File: src/rtl/hub75_row_shifter_if.sv
// Control, line-buffer read and PHY signals of the HUB75 row shifter, bundled
// so the controller side (master) and the shifter (slave) share one port.
interface hub75_row_shifter_if #(
    parameter int N_BANKS  = 2,
    parameter int N_ROWS   = 32,
    parameter int N_COLS   = 64,
    parameter int N_CHANS  = 3,
    parameter int BITDEPTH = 8
);
    localparam int LOG_N_ROWS = $clog2(N_ROWS);
    localparam int LOG_N_COLS = $clog2(N_COLS);
    localparam int LOG_BD     = $clog2(BITDEPTH);
    localparam int SDW        = N_BANKS * N_CHANS;

    logic                    ctrl_go;
    logic [LOG_N_ROWS-1:0]   ctrl_row;
    logic [LOG_BD-1:0]       ctrl_plane;
    logic                    ctrl_rdy;

    logic [LOG_N_COLS-1:0]   buf_rd_addr;
    logic                    buf_rd_en;
    logic [SDW*BITDEPTH-1:0] buf_rd_data;

    logic [LOG_N_ROWS-1:0]   phy_addr;
    logic [SDW-1:0]          phy_data;
    logic                    phy_clk;
    logic                    phy_le;
    logic                    phy_blank;

    modport master (
        output ctrl_go, ctrl_row, ctrl_plane, buf_rd_data,
        input  ctrl_rdy, buf_rd_addr, buf_rd_en,
               phy_addr, phy_data, phy_clk, phy_le, phy_blank
    );

    modport slave (
        input  ctrl_go, ctrl_row, ctrl_plane, buf_rd_data,
        output ctrl_rdy, buf_rd_addr, buf_rd_en,
               phy_addr, phy_data, phy_clk, phy_le, phy_blank
    );
endinterface

File: src/rtl/hub75_row_shifter.sv
// Shifts one bit plane of one line out to a HUB75 panel, then blanks and latches.
// Optional macro HUB75_ROW_SHIFTER_REVERSE_EN reads columns N_COLS-1 down to 0.
module hub75_row_shifter #(
    parameter int N_BANKS      = 2,
    parameter int N_ROWS       = 32,
    parameter int N_COLS       = 64,
    parameter int N_CHANS      = 3,
    parameter int BITDEPTH     = 8,
    parameter int BLANK_CYCLES = 4
) (
    input  logic                   clk,
    input  logic                   rst,
    hub75_row_shifter_if.slave     bus
);
    localparam int LOG_N_ROWS = $clog2(N_ROWS);
    localparam int LOG_N_COLS = $clog2(N_COLS);
    localparam int LOG_BD     = $clog2(BITDEPTH);
    localparam int SDW        = N_BANKS * N_CHANS;

    localparam logic [LOG_N_COLS-1:0] LAST_COL  = LOG_N_COLS'(N_COLS - 1);
    localparam logic [7:0]            LAST_BLNK = 8'(BLANK_CYCLES - 1);
    localparam logic [LOG_BD:0]       BD_LIMIT  = (LOG_BD + 1)'(BITDEPTH);

    typedef enum logic [2:0] {
        S_IDLE,
        S_SHIFT,
        S_FLUSH,
        S_BLANK,
        S_LATCH
    } state_t;

    state_t                r_state;
    logic [LOG_N_COLS-1:0] r_col;
    logic [7:0]            r_cnt;
    logic [LOG_N_ROWS-1:0] r_row;
    logic [LOG_BD-1:0]     r_plane;
    logic                  r_rdy;
    logic                  r_rd_en;
    logic [LOG_N_COLS-1:0] r_rd_addr;
    logic                  r_rd_vld;
    logic [LOG_N_ROWS-1:0] r_phy_addr;
    logic [SDW-1:0]        r_phy_data;
    logic                  r_phy_clk;
    logic                  r_phy_le;
    logic                  r_phy_blank;

    logic                  w_plane_ok;
    logic [SDW-1:0]        w_plane_bits;

    function automatic logic [LOG_N_COLS-1:0] col_to_addr(input logic [LOG_N_COLS-1:0] col);
`ifdef HUB75_ROW_SHIFTER_REVERSE_EN
        return LAST_COL - col;
`else
        return col;
`endif
    endfunction

    // Out-of-range planes select nothing, so the line shifts out as zeros.
    assign w_plane_ok = ({1'b0, r_plane} < BD_LIMIT);

    for (genvar gi = 0; gi < SDW; gi++) begin : g_plane
        logic [BITDEPTH-1:0] w_chan;
        assign w_chan           = bus.buf_rd_data[gi*BITDEPTH +: BITDEPTH];
        assign w_plane_bits[gi] = w_plane_ok & w_chan[r_plane];
    end

    // NOTE: reset is synchronous; every register, including the data pipeline,
    // is cleared so an interrupted line leaves nothing in flight.
    always_ff @(posedge clk) begin
        if (rst) begin
            r_state     <= S_IDLE;
            r_col       <= '0;
            r_cnt       <= '0;
            r_row       <= '0;
            r_plane     <= '0;
            r_rdy       <= 1'b1;
            r_rd_en     <= 1'b0;
            r_rd_addr   <= '0;
            r_rd_vld    <= 1'b0;
            r_phy_addr  <= '0;
            r_phy_data  <= '0;
            r_phy_clk   <= 1'b0;
            r_phy_le    <= 1'b0;
            r_phy_blank <= 1'b1;
        end else begin
            // Read data arrives one cycle after the strobe and is registered once more.
            r_rd_vld   <= r_rd_en;
            r_phy_clk  <= r_rd_vld;
            r_phy_data <= r_rd_vld ? w_plane_bits : '0;
            r_phy_le   <= 1'b0;

            case (r_state)
                S_IDLE: begin
                    r_phy_blank <= 1'b0;
                    r_rdy       <= 1'b1;
                    if (bus.ctrl_go) begin
                        r_row     <= bus.ctrl_row;
                        r_plane   <= bus.ctrl_plane;
                        r_col     <= '0;
                        r_rd_en   <= 1'b1;
                        r_rd_addr <= col_to_addr('0);
                        r_rdy     <= 1'b0;
                        r_state   <= S_SHIFT;
                    end
                end
                S_SHIFT: begin
                    if (r_col == LAST_COL) begin
                        r_rd_en <= 1'b0;
                        r_cnt   <= '0;
                        r_state <= S_FLUSH;
                    end else begin
                        r_col     <= r_col + 1'b1;
                        r_rd_addr <= col_to_addr(r_col + 1'b1);
                    end
                end
                S_FLUSH: begin
                    if (r_cnt == 8'd1) begin
                        r_cnt       <= '0;
                        r_phy_blank <= 1'b1;
                        r_state     <= S_BLANK;
                    end else begin
                        r_cnt <= r_cnt + 1'b1;
                    end
                end
                S_BLANK: begin
                    if (r_cnt == LAST_BLNK) begin
                        r_phy_le   <= 1'b1;
                        r_phy_addr <= r_row;
                        r_state    <= S_LATCH;
                    end else begin
                        r_cnt <= r_cnt + 1'b1;
                    end
                end
                S_LATCH: begin
                    r_phy_blank <= 1'b0;
                    r_rdy       <= 1'b1;
                    r_state     <= S_IDLE;
                end
                default: r_state <= S_IDLE;
            endcase
        end
    end

    assign bus.ctrl_rdy    = r_rdy;
    assign bus.buf_rd_en   = r_rd_en;
    assign bus.buf_rd_addr = r_rd_addr;
    assign bus.phy_addr    = r_phy_addr;
    assign bus.phy_data    = r_phy_data;
    assign bus.phy_clk     = r_phy_clk;
    assign bus.phy_le      = r_phy_le;
    assign bus.phy_blank   = r_phy_blank;
endmodule

File: src/flat_wrapper.sv
// flat-port wrapper written by rule: the top's interface ports become plain ports
module hub75_row_shifter_flat 
#(
    parameter int N_BANKS      = 2,
    parameter int N_ROWS       = 32,
    parameter int N_COLS       = 64,
    parameter int N_CHANS      = 3,
    parameter int BITDEPTH     = 8,
    parameter int BLANK_CYCLES = 4
)
  (clk, rst, bus_ctrl_go, bus_ctrl_row, bus_ctrl_plane, bus_buf_rd_data, bus_ctrl_rdy, bus_buf_rd_addr, bus_buf_rd_en, bus_phy_addr, bus_phy_data, bus_phy_clk, bus_phy_le, bus_phy_blank);
  hub75_row_shifter_if #(.N_BANKS(N_BANKS), .N_ROWS(N_ROWS), .N_COLS(N_COLS), .N_CHANS(N_CHANS), .BITDEPTH(BITDEPTH)) bus_i ();
  input  logic clk;
  input  logic rst;
  input wire logic [$bits(bus_i.ctrl_go)-1:0] bus_ctrl_go;
  input wire logic [$bits(bus_i.ctrl_row)-1:0] bus_ctrl_row;
  input wire logic [$bits(bus_i.ctrl_plane)-1:0] bus_ctrl_plane;
  input wire logic [$bits(bus_i.buf_rd_data)-1:0] bus_buf_rd_data;
  output wire logic [$bits(bus_i.ctrl_rdy)-1:0] bus_ctrl_rdy;
  output wire logic [$bits(bus_i.buf_rd_addr)-1:0] bus_buf_rd_addr;
  output wire logic [$bits(bus_i.buf_rd_en)-1:0] bus_buf_rd_en;
  output wire logic [$bits(bus_i.phy_addr)-1:0] bus_phy_addr;
  output wire logic [$bits(bus_i.phy_data)-1:0] bus_phy_data;
  output wire logic [$bits(bus_i.phy_clk)-1:0] bus_phy_clk;
  output wire logic [$bits(bus_i.phy_le)-1:0] bus_phy_le;
  output wire logic [$bits(bus_i.phy_blank)-1:0] bus_phy_blank;
  assign bus_i.ctrl_go = bus_ctrl_go;
  assign bus_i.ctrl_row = bus_ctrl_row;
  assign bus_i.ctrl_plane = bus_ctrl_plane;
  assign bus_i.buf_rd_data = bus_buf_rd_data;
  assign bus_ctrl_rdy = bus_i.ctrl_rdy;
  assign bus_buf_rd_addr = bus_i.buf_rd_addr;
  assign bus_buf_rd_en = bus_i.buf_rd_en;
  assign bus_phy_addr = bus_i.phy_addr;
  assign bus_phy_data = bus_i.phy_data;
  assign bus_phy_clk = bus_i.phy_clk;
  assign bus_phy_le = bus_i.phy_le;
  assign bus_phy_blank = bus_i.phy_blank;
  hub75_row_shifter #(.N_BANKS(N_BANKS), .N_ROWS(N_ROWS), .N_COLS(N_COLS), .N_CHANS(N_CHANS), .BITDEPTH(BITDEPTH), .BLANK_CYCLES(BLANK_CYCLES)) u_core (.clk(clk), .rst(rst), .bus(bus_i));
endmodule
File: config.mk
export PLATFORM = sky130hd
export DESIGN_NAME = hub75_row_shifter_flat
export DESIGN_NICKNAME = d
export VERILOG_FILES = /design/src/rtl/hub75_row_shifter_if.sv /design/src/rtl/hub75_row_shifter.sv /design/src/flat_wrapper.sv
export SDC_FILE = /design/constraint.sdc
export NUM_CORES = 1
export LEC_CHECK = 0
export ABC_CLOCK_PERIOD_IN_PS = 3100
export CAP_MARGIN = 40
export CORE_ASPECT_RATIO = 1.25
export CORE_MARGIN = 10
export CORE_UTILIZATION = 47
export DETAILED_ROUTE_END_ITERATION = 6
export PLACE_DENSITY = 0.84
export SLEW_MARGIN = 5
export SYNTH_ARGS = -nofsm -noshare
export SYNTH_HDL_FRONTEND = slang
export SYNTH_SLANG_ARGS = --single-unit
File: constraint.sdc
create_clock -name clk -period 3.1 [get_ports clk]
set_input_delay 0.62 -clock clk [delete_from_list [all_inputs] [get_ports clk]]
set_output_delay 0.62 -clock clk [all_outputs]
set_load 0.05 [all_outputs]
==> flow_summary.toml, run 1 <==
[outcome]
outcome = "complete, no violations"

[synthesis]
synth_cell_types = 47
yosys-top-cells-count = "dfxtp_1, nor2_1, nand2_1, a21oi_1, nand3_1"
synth_fp_nets = 286
yosysWarnings = 0
ys_seq_area_share_pct = 38.98
synth_ff_type = "dfxtp_1"
synth_most_common_cell = "dfxtp_1"
async_flop_share_pct = 0
ys_top_cells_by_area = "dfxtp_1, mux4_2, mux2i_1, nor2_1, nand2_1"
synth_edf_count = 0
syn_avg_cell_area_um2 = 9.630
yosysTopAreaCellShare_pct = 38.98
syn_area_mm2 = 0.002157
syn_inst = 224
synth_seq_cells = 42
synth.largest_area_cell = "dfxtp_1"

[power]
swShare_pct = 27.73
vdd_drop_max_v = 0.0003324
p_seq_share_pct = 49.1
clkPwrFrac_pct = 32.0
comb_power_share_pct = 18.9
p_leak_nw = 1.136
p_switching_mw = 0.3292
p_per_area_mw_per_mm2 = 383.2
internal_power_mw = 0.8580

[detailed_routing]
wl_um = 6718
wl_per_cell_um = 18.56
num_vias = 2026
vias_per_cell = 5.597
initialDrtViolationCount = 169
drc = 0
ant_nets = 0
firstDrtPassIters = 4

[clocking]
cts-htree-levels = 2
ctsResizeCount = 0
clockBufferDepth = 2
ctsHoldBuffers = 0
cts.reportedPaths.clkPinSlew_ns = 0.09
post-cts-setup-buffer-count = 0
clk_latency_ns = 0.30
cts-root-buf = "clkbuf_8"
cts_buffers = 5
tritoncts = "built"
cts_sinks = 42

[worst_setup_path]
crit_start = "u_core.r_col[2]"
crit_required_ns = 2.48
critPathBufInv = 1
crit_chain = "clkdlybuf4s50_1"
slowest_delay_ns = 0.86
crit_fanout = 7
critPathTopFamily = "buffers and inverters"
cp.arrival_ns = 1.64
r2r-start = "u_core.r_col[0]"
reg2reg_depth = 5
slowest_stage = "clkdlybuf4s50_1"
cp.depth = 1
critPathLaunchType = "flop"
end_kind = "primary output"
r2r_setup_slack_ns = 1.25
r2r-end = "u_core.r_col[4]"
crit_path_end = "bus_buf_rd_addr[2]"
crit_type = "reg -> out"

[hold_path]
hold_path_class = "reg -> reg"

[floorplanning]
start_util_pct = 48.74
coreArea_mm2 = 0.004425
num_rows = 27
die_h_um = 95.74
die_area_mm2 = 0.007716
die_x_um = 80.60
pin_count = 81

[timing]
final_max_slew_viol_count = 0
relSlewSlack_pct = 46.09
setup_tns_ns = 0
finalCritPeriodShare_pct = 73.00
tightest_slew_ns = 0.8075
rsz0062_at_grt = "no"
period_minus_slack_ns = 2.263
fmax_mhz = 441.9
setup_viol = 0
whs_ns = 0.4607
finalHoldViolCount = 0
finClkSkew_ns = 0.007145

[finish]
final_area_mm2 = 0.003098
antennaDiodeCount = 0
syn2layout_area_growth_pct = 43.62
fin_util_pct = 70.00
layout-drive-gt1-share_pct = 10.53
fin_nets = 365

[placed_design]
port_buffers = 80
placed_area_mm2 = 0.003000
routabilityCongestion = 0.9025
hpwl_um = 5312

[global_route]
grt_usage_pct = 17.21
grt_pass1_vias = 2077
antenna_found_initial = 0
grt_pass1_wl_um = 10470
grt-ovfl-total = 0
grt_max_degree = 21

[run]
cap_violations = 0
logic make-up after synthesis:
| logic type | synth area share (%) |
|---|---|
| buffers and inverters | 4.002 |
| xor gates and xnor gates | 0.4061 |
| and+or+nand+nor | 22.45 |
| muxes | 18.33 |
| adders and majority gates | 1.740 |
| DFF | 38.98 |
| AOI/OAI and AO/OA | 14.10 |
routing by layer:
layer	track usage (%)	part of all wire, %	vias up
li1	-	-	987
met1	20.17	38	938
met2	29.32	51	88
met3	4.478	8.4	13
met4	6.471	2.5	0
met5	0	0	-
sequential cells by signal, indices dropped and copies added, names as in the netlist, 3 cells and up:
signal,count
u_core.r_row,5
u_core.r_cnt,8
u_core.r_plane,3
u_core.bus.phy_data,6
u_core.bus.phy_addr,5
u_core.r_col,6
u_core.r_state,3
per-stage QoR:
step,power (mW),std cells,setup WS [ns]
floorplan,0.7094,224,1.254
global route,1.239,362,0.7999
finish,1.187,362,0.8370
global placement,0.8139,354,1.052
CTS,1.195,362,0.8579
detailed placement,0.8195,354,1.005
power groups by stage:
stage          logic (mW)  registers (mW)  clock network [mW]
2_1_floorplan       0.104           0.606                   0
3_3_place_gp        0.219           0.595                   0
3_5_place_dp        0.224           0.596                   0
4_1_cts             0.225           0.583               0.387
5_1_grt             0.239           0.587               0.413
6_report            0.224           0.583               0.380
how the worst min path moves through the flow:
stage          slack (ns)            start               to  depth (start not counted)
2_1_floorplan        0.44  u_core.r_row[0]  u_core.r_row[0]                          2
3_3_place_gp         0.44  u_core.r_row[2]  u_core.r_row[2]                          2
3_5_place_dp         0.45  u_core.r_row[4]  u_core.r_row[4]                          2
4_1_cts              0.46  u_core.r_row[4]  u_core.r_row[4]                          2
5_1_grt              0.48  u_core.r_row[4]  u_core.r_row[4]                          2
6_report             0.46  u_core.r_row[4]  u_core.r_row[4]                          2
placed cells by master (no fill, tap or decap), types with 2 or more instances in the layout:
| cell type | n |
|---|---|
| nand3_1 | 14 |
| o21a_1 | 3 |
| nor4_1 | 2 |
| nand4_1 | 6 |
| ha_1 | 3 |
| and2_1 | 5 |
| mux2i_1 | 11 |
| nor2_1 | 22 |
| or3b_1 | 2 |
| mux4_2 | 12 |
| a21oi_1 | 15 |
| buf_4 | 3 |
| nand2_1 | 21 |
| o2111ai_1 | 3 |
| inv_1 | 9 |
| dfxtp_1 | 42 |
| o31ai_1 | 4 |
| and3_1 | 2 |
| clkdlybuf4s50_1 | 80 |
| a31oi_1 | 4 |
| nor3_1 | 2 |
| o21ai_0 | 4 |
| or3_1 | 3 |
| nor2b_1 | 2 |
| clkbuf_8 | 5 |
| a32oi_1 | 2 |
cell type report:
cell class	count	area, um^2
fill	345	1328
multi-input combinational	162	1230
sequential	42	840.8
timing repair buffer	83	823.3
tap	58	72.57
clock buffer	5	68.82
inverter	9	33.78
clock inverter	3	28.78
No activity file was read; power rests on OpenSTA's default activity.
==> inputs of run 2 (changes only) <==
--- a/config.mk
+++ b/config.mk
@@ -5,13 +5,13 @@
 export SDC_FILE = /design/constraint.sdc
 export NUM_CORES = 1
 export LEC_CHECK = 0
-export ABC_CLOCK_PERIOD_IN_PS = 3100
+export ABC_CLOCK_PERIOD_IN_PS = 1910
 export CAP_MARGIN = 40
 export CORE_ASPECT_RATIO = 1.25
 export CORE_MARGIN = 10
-export CORE_UTILIZATION = 47
+export CORE_UTILIZATION = 40
 export DETAILED_ROUTE_END_ITERATION = 6
-export PLACE_DENSITY = 0.84
+export PLACE_DENSITY = 0.76
 export SLEW_MARGIN = 5
 export SYNTH_ARGS = -nofsm -noshare
 export SYNTH_HDL_FRONTEND = slang
==> constraint.sdc (replaced) <==
create_clock -name clk -period 1.91 [get_ports clk]
set_input_delay 0.382 -clock clk [delete_from_list [all_inputs] [get_ports clk]]
set_output_delay 0.382 -clock clk [all_outputs]
set_load 0.05 [all_outputs]
==> run 2 against run 1 <==
Highest routed layer unchanged. Final cell count grew 3.0%. Total power grew 71%. Non-clock buffer count grew 7. Register-to-register slack lost 1.1 ns. Final area grew 1.5%. Utilization shrank 9.0 points. Combinational power grew 72%. Sequential power grew 60%. Sequential share of layout area shrank 0.39 points. Routed wire length shrank 2.6%. Global-route usage shrank 3.0 points. Clock power grew 87%.
==> flow_summary.toml, run 2 (synthesis results as in run 1) <==
[finish]
final_cell_mix = "clkdlybuf4s50_1, dfxtp_1, buf_4, nor2_1, nand2_1"
fin_util_pct = 61.00
fin_nets = 372
num-fill-cells = 457
layout-drive-gt1-share_pct = 17.04
final_area_mm2 = 0.003143
top_register = "u_core.r_cnt"
syn2layout_area_growth_pct = 45.71
largest_reg_flops = 8
layout_commonest_cell = "clkdlybuf4s50_1"
antennaDiodeCount = 0

[power]
internal_power_mw = 1.518
swShare_pct = 25.26
p_seq_share_pct = 46.0
vdd_drop_max_v = 0.0003266
p_leak_nw = 1.205
comb_power_share_pct = 18.9
p_per_area_mw_per_mm2 = 646.3
clkPwrFrac_pct = 35.1
p_switching_mw = 0.5131

[timing]
rsz0062_at_grt = "no"
fmax_mhz = 545.5
finalHoldViolCount = 0
setup_viol = 0
finalCritPeriodShare_pct = 95.98
relSlewSlack_pct = 60.12
setup_tns_ns = 0
finClkSkew_ns = 0.005983
final_max_slew_viol_count = 0
tightest_slew_ns = 0.5974
period_minus_slack_ns = 1.833

[worst_setup_path]
crit_fanout = 2
critPathLaunchType = "flop"
slowest_stage = "clkdlybuf4s50_1"
end_kind = "primary output"
critPathBufInv = 1
cp.arrival_ns = 1.45
crit_required_ns = 1.53
critPathTopFamily = "buffers and inverters"
crit_chain = "clkdlybuf4s50_1"
crit_type = "reg -> out"
slowest_delay_ns = 0.81

[detailed_routing]
firstDrtPassIters = 4
drc = 0
wl_per_cell_um = 17.54
num_vias = 2050
initialDrtViolationCount = 110
ant_nets = 0
wl_um = 6543
vias_per_cell = 5.496

[global_route]
grt-ovfl-total = 0
grt_usage_pct = 14.24
antenna_found_initial = 0
grt_pass1_vias = 2033
grt_max_degree = 17
grt_pass1_wl_um = 10170

[clocking]
tritoncts = "built"
ctsHoldBuffers = 0
ctsResizeCount = 0
cts-htree-levels = 2
post-cts-setup-buffer-count = 0
cts_sinks = 42
cts.reportedPaths.clkPinSlew_ns = 0.08
cts_buffers = 5
cts-root-buf = "clkbuf_8"
clockBufferDepth = 2
clk_latency_ns = 0.30

[placed_design]
hpwl_um = 5265
placed_area_mm2 = 0.003025
port_buffers = 80
routabilityCongestion = 0.8557

[outcome]
outcome = "complete, no violations"

[hold_path]
hold_path_class = "reg -> reg"

[run]
cap_violations = 0

[floorplanning]
pin_count = 81
die_h_um = 102.1
num_rows = 29
die_area_mm2 = 0.008748
start_util_pct = 41.86
coreArea_mm2 = 0.005152
die_x_um = 85.68
-- run 2: area by class of cell --
type | count | area [um^2] | share of cell area (%)
Clock inverter | 3 | 43.79 | 1.393
Clock buffer | 5 | 68.82 | 2.189
Inverter | 9 | 33.78 | 1.075
Multi-Input combinational cell | 162 | 1235 | 39.29
Tap cell | 62 | 77.57 | 2.468
Sequential cell | 42 | 840.8 | 26.75
Timing Repair Buffer | 90 | 843.3 | 26.83
-- run 2: per-layer routing --
metal	GRT usage [%]	part of all wire (%)	routed length (um)
met5	0	0	0
met4	5.838	2.6	173
met3	4.379	6.0	395
met2	24.83	52	3421
met1	15.74	39	2552
-- run 2: through the flow --
stage | hold slack [ns] | setup slack, ns | instances | power [mW]
3_5_place_dp | 0.4590 | 0.1060 | 365 | 1.339
2_1_floorplan | 0.4357 | 0.06416 | 224 | 1.151
3_3_place_gp | 0.4448 | 0.1035 | 365 | 1.334
4_1_cts | 0.4716 | 0.06206 | 373 | 2.053
5_1_grt | 0.5024 | 0.01563 | 373 | 2.120
6_report | 0.4672 | 0.07679 | 373 | 2.031
-- run 2: worst paths after layout --
| check | from | endpoint | slack [ns] | cells after the start |
|---|---|---|---|---|
| worst min-delay path | u_core.r_row[1] | u_core.r_row[1] | 0.47 | 2 |
| worst max register to register | u_core.r_cnt[1] | u_core.r_cnt[5] | 0.13 | 6 |
| worst min register to register | u_core.r_row[1] | u_core.r_row[1] | 0.47 | 2 |
| worst max-delay path | u_core.bus.phy_addr[4] | bus_phy_addr[4] | 0.08 | 1 |
-- run 2: power groups by stage --
stage / clock network [mW] / registers [mW] / logic, mW
2_1_floorplan: 0 / 0.983 / 0.168
3_3_place_gp: 0 / 0.954 / 0.380
3_5_place_dp: 0 / 0.955 / 0.384
4_1_cts: 0.732 / 0.934 / 0.386
5_1_grt: 0.765 / 0.939 / 0.416
6_report: 0.712 / 0.935 / 0.385
